<file path="src/rtl/fwd_pkg.sv">
// fwd_pkg: operand-forwarding select encodings and register-index width
package fwd_pkg;
    localparam int REG_W = 5;
    localparam logic [1:0] FWD_RF   = 2'b00;
    localparam logic [1:0] FWD_EXM0 = 2'b01;
    localparam logic [1:0] FWD_EXM1 = 2'b10;
    localparam logic [1:0] FWD_MWB  = 2'b11;
endpackage

</file>
<file path="src/rtl/fwd_match.sv">
// fwd_match: one ID source operand against the EX and MEM producers of both slots
module fwd_match
    import fwd_pkg::*;
#(
    parameter int W = REG_W
) (
    input  logic         valid,
    input  logic [W-1:0] src,
    input  logic [1:0]   ex_wr_en,
    input  logic [1:0]   ex_is_load,
    input  logic [W-1:0] ex_rd0,
    input  logic [W-1:0] ex_rd1,
    input  logic [1:0]   mem_wr_en,
    input  logic [W-1:0] mem_rd0,
    input  logic [W-1:0] mem_rd1,
    output logic [1:0]   sel,
    output logic         mwb_slot,
    output logic         load_hit
);
    logic live, e0, e1, m0, m1;

    assign live = valid && (src != '0);
    assign e0 = live && ex_wr_en[0] && (ex_rd0 == src);
    assign e1 = live && ex_wr_en[1] && (ex_rd1 == src);
    assign m0 = live && mem_wr_en[0] && (mem_rd0 == src);
    assign m1 = live && mem_wr_en[1] && (mem_rd1 == src);

    // youngest producer wins: EX slot1, EX slot0, MEM slot1, MEM slot0
    assign sel = e1 ? FWD_EXM1 : e0 ? FWD_EXM0 : (m1 || m0) ? FWD_MWB : FWD_RF;
    assign mwb_slot = !e1 && !e0 && m1;
    assign load_hit = (e1 && ex_is_load[1]) || (e0 && ex_is_load[0]);
endmodule

</file>
<file path="src/rtl/ex_fwd_ctrl.sv">
// ex_fwd_ctrl: registered forwarding selects for the dual-issue EX stage with load-use stall
module ex_fwd_ctrl #(
    parameter int REG_W = fwd_pkg::REG_W,
    parameter int SEL_W = 2,
    parameter int CNT_W = 16
) (
    input  logic               clk,
    input  logic               rst,
    input  logic [1:0]         id_valid,
    input  logic [REG_W-1:0]   id_rs0,
    input  logic [REG_W-1:0]   id_rt0,
    input  logic [REG_W-1:0]   id_rs1,
    input  logic [REG_W-1:0]   id_rt1,
    input  logic [1:0]         ex_wr_en,
    input  logic [1:0]         ex_is_load,
    input  logic [REG_W-1:0]   ex_rd0,
    input  logic [REG_W-1:0]   ex_rd1,
    input  logic [1:0]         mem_wr_en,
    input  logic [REG_W-1:0]   mem_rd0,
    input  logic [REG_W-1:0]   mem_rd1,
    input  logic               ext_stall,
    input  logic               flush,
    output logic [4*SEL_W-1:0] fwd_sel,
    output logic [3:0]         mwb_slot,
    output logic               load_use_stall,
    output logic [CNT_W-1:0]   lu_count
);
    logic [REG_W-1:0]   src [4];
    logic [4*SEL_W-1:0] nxt_sel;
    logic [3:0]         nxt_mwb;
    logic [3:0]         hit;

    assign src[0] = id_rs0;
    assign src[1] = id_rt0;
    assign src[2] = id_rs1;
    assign src[3] = id_rt1;

    for (genvar i = 0; i < 4; i++) begin : g_op
        fwd_match #(.W(REG_W)) u_match (
            .valid      (id_valid[i/2]),
            .src        (src[i]),
            .ex_wr_en   (ex_wr_en),
            .ex_is_load (ex_is_load),
            .ex_rd0     (ex_rd0),
            .ex_rd1     (ex_rd1),
            .mem_wr_en  (mem_wr_en),
            .mem_rd0    (mem_rd0),
            .mem_rd1    (mem_rd1),
            .sel        (nxt_sel[i*SEL_W +: SEL_W]),
            .mwb_slot   (nxt_mwb[i]),
            .load_hit   (hit[i])
        );
    end

    assign load_use_stall = |hit;

    always_ff @(posedge clk) begin
        if (rst) begin
            fwd_sel  <= '0;
            mwb_slot <= '0;
            lu_count <= '0;
        end else begin
            if (flush) begin
                fwd_sel  <= '0;
                mwb_slot <= '0;
            end else if (!ext_stall) begin
                // a load-use stall injects a bubble; the next cycle sees the load in MEM
                fwd_sel  <= load_use_stall ? '0 : nxt_sel;
                mwb_slot <= load_use_stall ? '0 : nxt_mwb;
            end
            if (load_use_stall && !ext_stall && !flush && lu_count != '1)
                lu_count <= lu_count + 1'b1;
        end
    end
endmodule

</file>
<file path="config.mk">
export PLATFORM = sky130hd
export DESIGN_NAME = ex_fwd_ctrl
export DESIGN_NICKNAME = d
export VERILOG_FILES = /design/src/rtl/fwd_pkg.sv /design/src/rtl/fwd_match.sv /design/src/rtl/ex_fwd_ctrl.sv
export SDC_FILE = /design/constraint.sdc
export NUM_CORES = 1
export LEC_CHECK = 0
export BUFFER_PORTS_ARGS = -buffer_cell sky130_fd_sc_hd__buf_2
export CORE_MARGIN = 2
export CORE_UTILIZATION = 56
export CTS_CLUSTER_DIAMETER = 150
export DETAILED_ROUTE_END_ITERATION = 6
export GPL_TIMING_DRIVEN = 0
export PLACE_DENSITY_LB_ADDON = 0.2
export SYNTH_ARGS = -nofsm -noshare
export SYNTH_HDL_FRONTEND = slang
export SYNTH_SLANG_ARGS = --single-unit
</file>
<file path="constraint.sdc">
create_clock -name clk -period 5.4 [get_ports clk]
set_input_delay 1.08 -clock clk [delete_from_list [all_inputs] [get_ports clk]]
set_output_delay 1.08 -clock clk [all_outputs]
set_load 0.05 [all_outputs]
</file>
==> key figures <==
Logic synthesis
  – Synth top area cells: dfxtp_1, xor2_1, xnor2_1
  – Mux share of post-synthesis cell area: 5.99%
  – Synth Instances: 331
  – Post-Synth Adder-Cell Area: 0.475%
  – #FFs+latches synth: 28
  – Dominant synthesized flop cell: dfxtp_1
  – Syn Std Cell Area: 2630 µm²
  – Asr flop ratio synth: 0%
  – Ys Warns: 0
  – Seq/Total Area, Yosys: 21.3%
  – Syn_area_per_cell: 7.96 µm²
  – Post-synthesis compound-gate area fraction: 14.1%
  – Syn nets: 384
  – Post-synthesis xor/xnor area fraction: 26.6%
  – Synth cell types: 45
  – Top post-synthesis cells by count: xor2_1, xnor2_1, dfxtp_1, nand2_1, clkbuf_1
  – Largest family of logic cells by synthesized area: XOR/XNOR gates
  – Share of the synthesized area in the top cell type: 21.3%
  – Synth Area in Simple Gates: 25.3%
  – Synth area leader: dfxtp_1
  – Post-synth EDFFs: 0
  – Most frequent cell after synthesis: xor2_1

Place
  – Placed wire-length estimate: 5640 µm
  – Dpl cells: 439
  – Buffers added on ports: 56
  – Routability cong.: 0.960
  – Pre-CTS setup slack: 0.894 ns

STA
  – Fmax: 0.217 GHz
  – Worst slew pin tran: 0.632 ns
  – Endpoints failing setup: 0
  – Slack of the critical path: 0.792 ns
  – Final Hold Fails: 0
  – TNS Setup: 0 ns
  – Worst-case clock skew: 0.00222 ns
  – Max transition margin: 57.5%
  – RSZ-0062 raised after global routing: no
  – Final Max Tran Viols: 0
  – Period utilisation layout: 85.3%
  – Post-route minimum period: 4.61 ns

Floorplan
  – Site row count: 24
  – Die X: 72.6 µm
  – Die area: 5270 µm²
  – Core Area: 4440 µm²
  – Starting density of the core: 59.3%
  – Die Y: 72.6 µm
  – # IOs: 81

Clock network
  – CTS buffer count: 3
  – CTS H-tree depth: 1
  – Reg clk slew, reported paths: 0.09 ns
  – Post-CTS Resized: 0
  – Clk_lat worst skew: 0.28 ns
  – CTS Root Buffer Type: clkbuf_8
  – Deepest clock path buffer count: 2
  – CTS Sinks: 28
  – Setup Fix Bufs, Post-CTS: 0
  – Hold_buf cts: 0
  – CTS tree: yes

Global routing
  – Largest net degree at the start of global routing: 17
  – Number of global-route vias before repair: 2290
  – GRT overflow: 0
  – Global-route wire length before repair: 11200 µm
  – Met1 usage in global routing: 38.7%
  – Global Route Usage Sum: 26.8%
  – GR peak layer: met2
  – Initial antenna violation count: 0
  – GR Layer Usage met3: 3.59%
  – M2 GR Usage: 42.5%

Drt
  – Total wire length: 7030 µm
  – Via count: 2579
  – Remaining DRCs: 0
  – Antenna-violating nets left: 0
  – TritonRoute pass-1 iters: 5
  – Initial DRC count: 177
  – Avg Vias per Cell: 5.82
  – WL/cell: 15.9 µm

Setup path
  – Buf/Inv on CP: 3
  – Critical-path top delay cell: or4_1
  – Max FO, Critical Path: 10
  – Req. time, crit path: 4.32 ns
  – Critical Path AT: 3.53 ns
  – WS Path Type: primary input to primary output
  – CP peak stage delay: 0.53 ns
  – Crit path max-delay family: compound AO/OA/AOI/OAI gates
  – Crit-path cells: clkbuf_1 > or4_1 > o21ai_0 > nor3_1 > o41ai_4 > buf_4 > nand2_1 > buf_2
  – Crit path launch type: primary input
  – CP Capture Type: primary output

Run status
  – Status: completed

Cells and area
  – Syn-to-layout area delta: 15.8%
  – Post-layout util: 68.6%
  – Nets: 445
  – Ant. Diodes: 0
  – Share of layout cells above drive strength 1: 21.7%
  – Final non-filler cell total: 443

Power and ir drop
  – Worst VDD drop: 157 µV
  – Pwr/cell area: 165 nW/µm²
  – Leak: 0.00121 µW
  – Total power: 504 µW

Run
  – Max-Cap Viols: 0

Worst hold path
  – Worst hold path type: register to register
## metal layers
metal / up-vias / wire length [µm]
li1: 1290 / -
met1: 1170 / 3240
met2: 113 / 3190
met3: 6 / 536
met4: 0 / 68
met5: - / 0
## tightest hold or removal path, delay by kind of cell, from the launching register on
| family | cells | cell delay [ns] |
|---|---|---|
| simple gates | 1 | 0.05 |
| flops | 1 | 0.33 |
| compound gates | 1 | 0.05 |
## state kept, by name, indices dropped and copies added, names as in the netlist
register	flops
mwb_slot	4
lu_count	16
fwd_sel	8
## metrics by stage
| stage | hold slack (ns) | area, µm² |
|---|---|---|
| after floorplan | 0.671 | 2630 |
| after global placement | 0.431 | 2980 |
| after detailed placement | 0.443 | 2980 |
| after CTS | 0.464 | 3050 |
| after global routing | 0.479 | 3050 |
| final | 0.460 | 3050 |
## path summary, 6_finish.rpt
path,end,start,cells after the start,slack (ns)
max,load_use_stall,id_rt0[0],8,0.79
min,fwd_sel[3],fwd_sel[3],2,0.46
max reg2reg,lu_count[15],lu_count[0],7,2.78
min reg2reg,fwd_sel[3],fwd_sel[3],2,0.46
## final cells by class
type / instances / area [µm²]
plain buffers: 34 / 150
clock buffers: 3 / 41.3
clock inverters: 1 / 30.0
fillers: 404 / 1390
inverters: 4 / 15.0
multi-input cells: 265 / 1910
flip-flops and latches: 28 / 561
well taps: 52 / 65.1
repair buffers: 56 / 280
## layout by cell type (no fill, tap or decap), drive strengths merged, types with 4 or more instances in the layout
cell type | Yosys | layout
nand4b | 4 | 4
or4 | 4 | 4
inv | 4 | 4
dfxtp | 28 | 28
nand3 | 6 | 6
mux2 | 14 | 14
and4 | 6 | 6
clkbuf | 25 | 28
nor2 | 20 | 20
o21ai | 7 | 7
nor3 | 8 | 8
nor4 | 11 | 11
nand4 | 12 | 12
o21a | 5 | 5
xnor2 | 36 | 36
xor2 | 44 | 44
and3 | 5 | 5
nor2b | 15 | 15
a211oi | 10 | 10
a21oi | 8 | 8
buf | 9 | 65
nand2 | 27 | 27
## logic make-up after synthesis
kind of cell    count (synthesis)
simple gates                  122
xor+xnor                       80
compound gates                 48
buf+inv                        38
flops                          28
mux                            14
fa+ha+maj                       1
## power by group
group	internal [µW]	total, µW	switching [µW]
sequential	207	207	0.363
clock	99.3	166	66.6
combinational	53.4	131	77.7
total	359	504	145
Power figures use the tool's default switching activity.
